### src/rtl/id_stage_pipe_pkg.sv
// id_stage_pipe_pkg: opcodes, aluop/branch/cc encodings, control field offsets and decoder
package id_stage_pipe_pkg;

    typedef enum logic [3:0] {
        OP_ADD, OP_PADDSB, OP_SUB, OP_AND, OP_NOR, OP_SLL, OP_SRL, OP_SRA,
        OP_LW, OP_SW, OP_LHB, OP_LLB, OP_B, OP_BR, OP_PCS, OP_HLT
    } opcode_e;

    typedef enum logic [1:0] {BR_NONE = 2'b00, BR_B = 2'b01, BR_BR = 2'b10} branch_e;

    typedef enum logic [2:0] {CC_NE, CC_EQ, CC_GT, CC_LT, CC_GE, CC_LE, CC_OV, CC_UN} cc_e;

    localparam logic [3:0] ALU_ADD  = 4'd0;
    localparam logic [3:0] ALU_LHB  = 4'd8;
    localparam logic [3:0] ALU_LLB  = 4'd9;
    localparam logic [3:0] ALU_PASS = 4'd10;

    localparam int CTRL_W        = 11;
    localparam int CTRL_REGWRITE = 10;
    localparam int CTRL_ALUSRC   = 9;
    localparam int CTRL_MEMEN    = 8;
    localparam int CTRL_MEMWR    = 7;
    localparam int CTRL_MEMTOREG = 6;
    localparam int CTRL_ALUSEXT  = 5;
    localparam int CTRL_PCREAD   = 4;
    localparam int CTRL_ALUOP    = 0;

    typedef struct packed {
        logic [CTRL_W-1:0] ctrl;
        branch_e           branch;
        logic              use1;
        logic              use2;
    } dec_t;

    // ctrl = {regwrite,alusrc,memenable,memwrite,memtoreg,alusext,pcread,aluop}
    function automatic dec_t decode(input opcode_e op);
        dec_t d;
        d = '0;
        case (op)
            OP_ADD, OP_PADDSB, OP_SUB, OP_AND, OP_NOR: begin
                d.ctrl = {7'b1000000, op}; d.use1 = 1'b1; d.use2 = 1'b1;
            end
            OP_SLL, OP_SRL, OP_SRA: begin d.ctrl = {7'b1100000, op}; d.use1 = 1'b1; end
            OP_LW:  begin d.ctrl = {7'b1110100, ALU_ADD}; d.use1 = 1'b1; end
            OP_SW:  begin d.ctrl = {7'b0111000, ALU_ADD}; d.use1 = 1'b1; d.use2 = 1'b1; end
            OP_LHB: begin d.ctrl = {7'b1100010, ALU_LHB}; d.use1 = 1'b1; end
            OP_LLB: begin d.ctrl = {7'b1100010, ALU_LLB}; d.use1 = 1'b1; end
            OP_B:   d.branch = BR_B;
            OP_BR:  begin d.branch = BR_BR; d.use1 = 1'b1; end
            OP_PCS: d.ctrl = {7'b1000001, ALU_PASS};
            default: d = '0;
        endcase
        return d;
    endfunction

    function automatic logic cc_true(input logic [2:0] cc, input logic [2:0] f);
        logic z, v, n;
        {z, v, n} = f;
        case (cc_e'(cc))
            CC_NE: return ~z;
            CC_EQ: return z;
            CC_GT: return ~z & ~n;
            CC_LT: return n;
            CC_GE: return z | ~n;
            CC_LE: return z | n;
            CC_OV: return v;
            default: return 1'b1;
        endcase
    endfunction

endpackage

### src/rtl/id_stage_pipe_regfile_bypass.sv
// id_stage_pipe_regfile_bypass: 2R1W register file, write-first bypass, R0 hardwired to zero
module id_stage_pipe_regfile_bypass #(
    parameter int DATA_W = 16,
    parameter int NREG   = 16,
    parameter int REG_AW = 4
) (
    input  logic              clk,
    input  logic              rst,
    input  logic              we,
    input  logic [REG_AW-1:0] waddr,
    input  logic [DATA_W-1:0] wdata,
    input  logic [REG_AW-1:0] raddr1,
    input  logic [REG_AW-1:0] raddr2,
    output logic [DATA_W-1:0] rdata1,
    output logic [DATA_W-1:0] rdata2
);

    logic [DATA_W-1:0] mem [NREG];

    always_ff @(posedge clk or posedge rst)
        if (rst)
            for (int i = 0; i < NREG; i++) mem[i] <= '0;
        else if (we && waddr != '0)
            mem[waddr] <= wdata;

    assign rdata1 = raddr1 == '0 ? '0 : (we && waddr == raddr1) ? wdata : mem[raddr1];
    assign rdata2 = raddr2 == '0 ? '0 : (we && waddr == raddr2) ? wdata : mem[raddr2];

endmodule

### src/rtl/id_stage_pipe.sv
// id_stage_pipe: decode, bypassed register read, branch resolve and hazard handling into ID/EX
module id_stage_pipe
    import id_stage_pipe_pkg::*;
#(
    parameter int DATA_W  = 16,
    parameter int NREG    = 16,
    parameter int REG_AW  = 4,
    parameter int INSTR_W = 16,
    parameter int CNT_W   = 16
) (
    input  logic               clk,
    input  logic               rst,
    input  logic               in_valid,
    output logic               in_ready,
    input  logic [INSTR_W-1:0] in_instr,
    input  logic [DATA_W-1:0]  in_pc,
    input  logic [2:0]         flags,
    input  logic               flags_busy,
    input  logic               wb_en,
    input  logic [REG_AW-1:0]  wb_reg,
    input  logic [DATA_W-1:0]  wb_data,
    input  logic               flush,
    output logic               out_valid,
    input  logic               out_ready,
    output logic [10:0]        out_ctrl,
    output logic [REG_AW-1:0]  out_src1,
    output logic [REG_AW-1:0]  out_src2,
    output logic [REG_AW-1:0]  out_dst,
    output logic [DATA_W-1:0]  out_data1,
    output logic [DATA_W-1:0]  out_data2,
    output logic [DATA_W-1:0]  out_imm,
    output logic [DATA_W-1:0]  out_pc,
    output logic               redirect_valid,
    output logic [DATA_W-1:0]  redirect_pc,
    output logic [CNT_W-1:0]   stall_count
);

    opcode_e           op;
    dec_t              dec;
    logic [REG_AW-1:0] rd, src1, src2;
    logic [DATA_W-1:0] rdata1, rdata2, imm, br_off;
    logic              ex_load, load_use, flag_stall, stall, load_en, fire;

    assign op   = opcode_e'(in_instr[15:12]);
    assign dec  = decode(op);
    assign rd   = in_instr[11:8];
    assign src1 = (op == OP_LHB || op == OP_LLB) ? rd : in_instr[7:4];
    assign src2 = op == OP_SW ? rd : in_instr[3:0];
    assign imm  = dec.ctrl[CTRL_ALUSEXT] ? {{(DATA_W-8){1'b0}}, in_instr[7:0]}
                                         : {{(DATA_W-4){in_instr[3]}}, in_instr[3:0]};

    id_stage_pipe_regfile_bypass #(.DATA_W(DATA_W), .NREG(NREG), .REG_AW(REG_AW)) u_rf (
        .clk(clk), .rst(rst), .we(wb_en), .waddr(wb_reg), .wdata(wb_data),
        .raddr1(src1), .raddr2(src2), .rdata1(rdata1), .rdata2(rdata2)
    );

    // A load in ID/EX cannot forward in time to a consumer still in ID
    assign ex_load    = out_valid & out_ctrl[CTRL_MEMEN] & ~out_ctrl[CTRL_MEMWR];
    assign load_use   = ex_load && out_dst != '0 &&
                        ((dec.use1 && src1 == out_dst) || (dec.use2 && src2 == out_dst));
    assign flag_stall = dec.branch != BR_NONE && flags_busy;
    assign stall      = load_use | flag_stall;
    assign load_en    = out_ready | ~out_valid;
    assign in_ready   = ~stall & load_en & ~flush;
    assign fire       = in_valid & in_ready;

    assign br_off         = {{(DATA_W-10){in_instr[8]}}, in_instr[8:0], 1'b0};
    assign redirect_pc    = dec.branch == BR_BR ? rdata1 : in_pc + br_off;
    assign redirect_valid = fire && dec.branch != BR_NONE && cc_true(in_instr[11:9], flags);

    always_ff @(posedge clk or posedge rst)
        if (rst) begin
            out_valid <= 1'b0;
            out_ctrl  <= '0;
            out_src1  <= '0;
            out_src2  <= '0;
            out_dst   <= '0;
            out_data1 <= '0;
            out_data2 <= '0;
            out_imm   <= '0;
            out_pc    <= '0;
        end else if (flush)
            out_valid <= 1'b0;
        else if (fire) begin
            out_valid <= 1'b1;
            out_ctrl  <= dec.ctrl;
            out_src1  <= src1;
            out_src2  <= src2;
            out_dst   <= rd;
            out_data1 <= rdata1;
            out_data2 <= rdata2;
            out_imm   <= imm;
            out_pc    <= in_pc;
        end else if (load_en)
            out_valid <= 1'b0;

    always_ff @(posedge clk or posedge rst)
        if (rst)
            stall_count <= '0;
        else if (in_valid && stall && !flush && !(&stall_count))
            stall_count <= stall_count + 1'b1;

endmodule

### config.mk
export PLATFORM = sky130hd
export DESIGN_NAME = id_stage_pipe
export DESIGN_NICKNAME = d
export VERILOG_FILES = /design/src/rtl/id_stage_pipe_pkg.sv /design/src/rtl/id_stage_pipe_regfile_bypass.sv /design/src/rtl/id_stage_pipe.sv
export SDC_FILE = /design/constraint.sdc
export NUM_CORES = 1
export LEC_CHECK = 0
export CAP_MARGIN = 20
export CORE_UTILIZATION = 30
export CTS_CLUSTER_DIAMETER = 150
export DETAILED_ROUTE_END_ITERATION = 8
export PLACE_DENSITY_LB_ADDON = 0.05
export SYNTH_ARGS = -nofsm -noshare
export SYNTH_HDL_FRONTEND = slang
export SYNTH_HIERARCHICAL = 1
export SYNTH_SLANG_ARGS = --single-unit
### constraint.sdc
create_clock -name clk -period 27.5 [get_ports clk]
set_input_delay 5.5 -clock clk [delete_from_list [all_inputs] [get_ports clk]]
set_output_delay 5.5 -clock clk [all_outputs]
set_load 0.01 [all_outputs]
==> impl_metrics.ini <==
[cells_and_area]
regArea_um2 = 8830
multi_input_area_um2 = 9870
diodes = 0
fin_nets = 1720
fill_cells = 6372
fin_cells = 2528
drive_gt1_share_pct = 29.2
areaGrowthSynthToFinish_pct = 20.3

[yosys]
syn_area_per_cell_um2 = 12.8
mappedNetlistNets = 1604
synthFlopType = dfrtp_1
ys_async_sr_fraction_pct = 100
syn_inst = 1526
synthDistinctLibCells = 62
synth_edf_count = 0
yosysWarnings = 6
syn-cell-area_um2 = 19500
yosysTopAreaCell = dfrtp_1
synth_seq_area_share_pct = 45.2
ys_ff_latch = 353
ys_top_cells_by_area = dfrtp_1 45%, mux2_2 12%, mux4_2 7.4%, mux2_4 6.9%, mux2i_1 6.7%
yosys.area.top_type_share_pct = 45.2

[sta]
finalSetupTns_ns = 0
min_period_ns = 16.46
relSlewSlack_pct = 25.4
final_max_slew_viol_count = 0
rsz0062_at_grt = no
clock-skew-final_ns = 0.0323
tightest_slew_ns = 1.12
setup_ws_ns = 11.04
period_share_pct = 59.9
finalHoldViolCount = 0
fmax_mhz = 60.7
setup_violations = 0

[cts]
htree_levels = 2
clockRootBuffer = clkbuf_16
ctsHoldBuffers = 0
clkSlewWorstSetupHoldPaths_ns = 0.06
cts_made_buffers = 46
clkSinkCount = 353
clk_path_buf_depth = 3
cts_setup_buffers = 0
cts_tree = yes
clk_latency_ns = 0.60
post_cts_resized = 0

[placement]
hpwl_um = 46500
dp_cells = 2448
post-place-ws_ns = 11.08
place.gp.congestion = 0.880
port_buffers = 183

[floorplanning]
start_util_pct = 30.3
fp-row-count = 93
die_x_um = 257
die_area_um2 = 66200
ios = 184
die_h_um = 257
coreArea_um2 = 64500

[global_routing]
grt_max_degree = 151
grt_pass1_wl_um = 103000
grt_overflow = 0
gr-usage-all-layers_pct = 21.3
grt_pass1_vias = 14102
antenna_found_initial = 0

[routing]
viasPerCell = 5.30
drt_iter0_markers = 749
antenna_left = 0
num_vias = 13411
route.detailed.drc = 0
wl_um = 69800
drt_pre_antenna_iters = 5
wl_per_cell_um = 27.6

[power_and_ir_drop]
leakage_nw = 10.1
p_per_area_nw_per_um2 = 77.8
peakVddDrop_mv = 0.0415
total_power_mw = 1.83

[worst_hold_path]
hold_path.class = reg2reg

[critical_path]
cp-start-kind = primary input
crit_fanout = 38
worstSetupPathType = in2out
endpoint_kind = output port
arrival_ns = 10.96
cp_data_required_time_ns = 22.00

[run]
maxCapViolations = 0

[run_status]
status = complete, no violations
report_power, final:
group	switching, mW	total, mW	internal [mW]	leakage, nW
clock	0.242	0.623	0.381	0.769
combinational	0.221	0.490	0.269	4.91
sequential	0.0833	0.717	0.634	4.39
cells in the mapped netlist, drive strengths merged, types with 23 or more instances:
master and count:
nor2 34, nand2 50, a31oi 33, nand3 42
o21ai 26, mux4 64, o31ai 35, a211oi 37
buf 96, dfrtp 353, mux2 315, a21oi 23
mux2i 131, o22ai 65, clkbuf 54
registers in the layout, indices dropped and copies added (netlist names):
| signal | cells |
|---|---|
| out_imm | 9 |
| out_src1 | 4 |
| out_pc | 16 |
| u_rf/mem | 256 |
| out_valid | 1 |
| out_data2 | 16 |
| out_src2 | 4 |
| out_dst | 4 |
| stall_count | 16 |
| out_data1 | 16 |
| out_ctrl | 11 |
final timing paths:
path | end | slack [ns] | cells after the start | startpoint
worst min-delay path | u_rf/mem[243] | 0.40 | 0 | u_rf/mem[243]
worst max register to register | out_data2[1] | 23.66 | 7 | out_dst[1]
min in group asynchronous | stall_count[1] | 5.51 | 2 | rst
max in group asynchronous | u_rf/mem[81] | 20.55 | 3 | rst
worst min register to register | u_rf/mem[243] | 0.40 | 0 | u_rf/mem[243]
worst max-delay path | redirect_pc[4] | 11.04 | 12 | in_instr[14]
layer usage:
metal	track usage [%]	vias up	part of all wire, %	wire, um
met3	2.95	99	4.0	2810
met5	0	-	0	0
met1	27.8	7004	44	30600
met2	35.7	336	49	33900
met4	7.94	0	3.6	2480
li1	-	5972	-	-
critical path: stages:
cell and delay (ns):
clkdlybuf4s50_1 0.62, nand3b_1 0.50, mux2i_1 0.45, clkinv_2 0.68
buf_4 0.63, xnor2_1 0.33, nand3_2 0.34, or2_1 0.57
a31oi_1 0.35, nand2_1 0.19, o21ai_1 0.12, clkdlybuf4s50_1 0.58
area by class of cell:
type / count / share of cell area (%)
Sequential cell: 353 / 37.6
Clock inverter: 12 / 0.777
Inverter: 15 / 0.287
Tap cell: 855 / 4.55
Multi-Input combinational cell: 1008 / 42.0
Timing Repair Buffer: 218 / 9.01
Clock buffer: 67 / 5.83
logic make-up after synthesis:
group,after synthesis,synth area share (%)
adders and majority gates,17,1.11
AOI/OAI and AO/OA,244,8.19
xor gates and xnor gates,37,1.66
muxes,510,34.0
DFF,353,45.2
buffers and inverters,165,4.44
and+or+nand+nor,200,5.44
metrics by stage:
stage | hold slack [ns] | cell area, um2 | util (%)
final | 0.400 | 23500 | 36.5
after global routing | 0.407 | 23500 | 36.5
after CTS | 0.403 | 23500 | 36.5
after detailed placement | 0.389 | 21900 | 34.0
after global placement | 0.386 | 21900 | 34.0
after floorplan | 0.449 | 19500 | -
layout by cell type, fill, tap and decap left out, types with 18 or more instances in the layout:
cell             count
dfrtp_1            353
mux2_2             206
clkdlybuf4s50_1    183
mux2i_1            131
mux2_4              92
o22ai_1             65
mux4_2              64
nand2_1             50
clkbuf_16           47
nand3_1             40
a211oi_1            37
o31ai_1             35
a31oi_1             33
buf_4               32
nor2_1              25
a21oi_1             23
xnor2_1             19
xor2_1              18
Note: power is estimated with default switching activity, not from simulation.
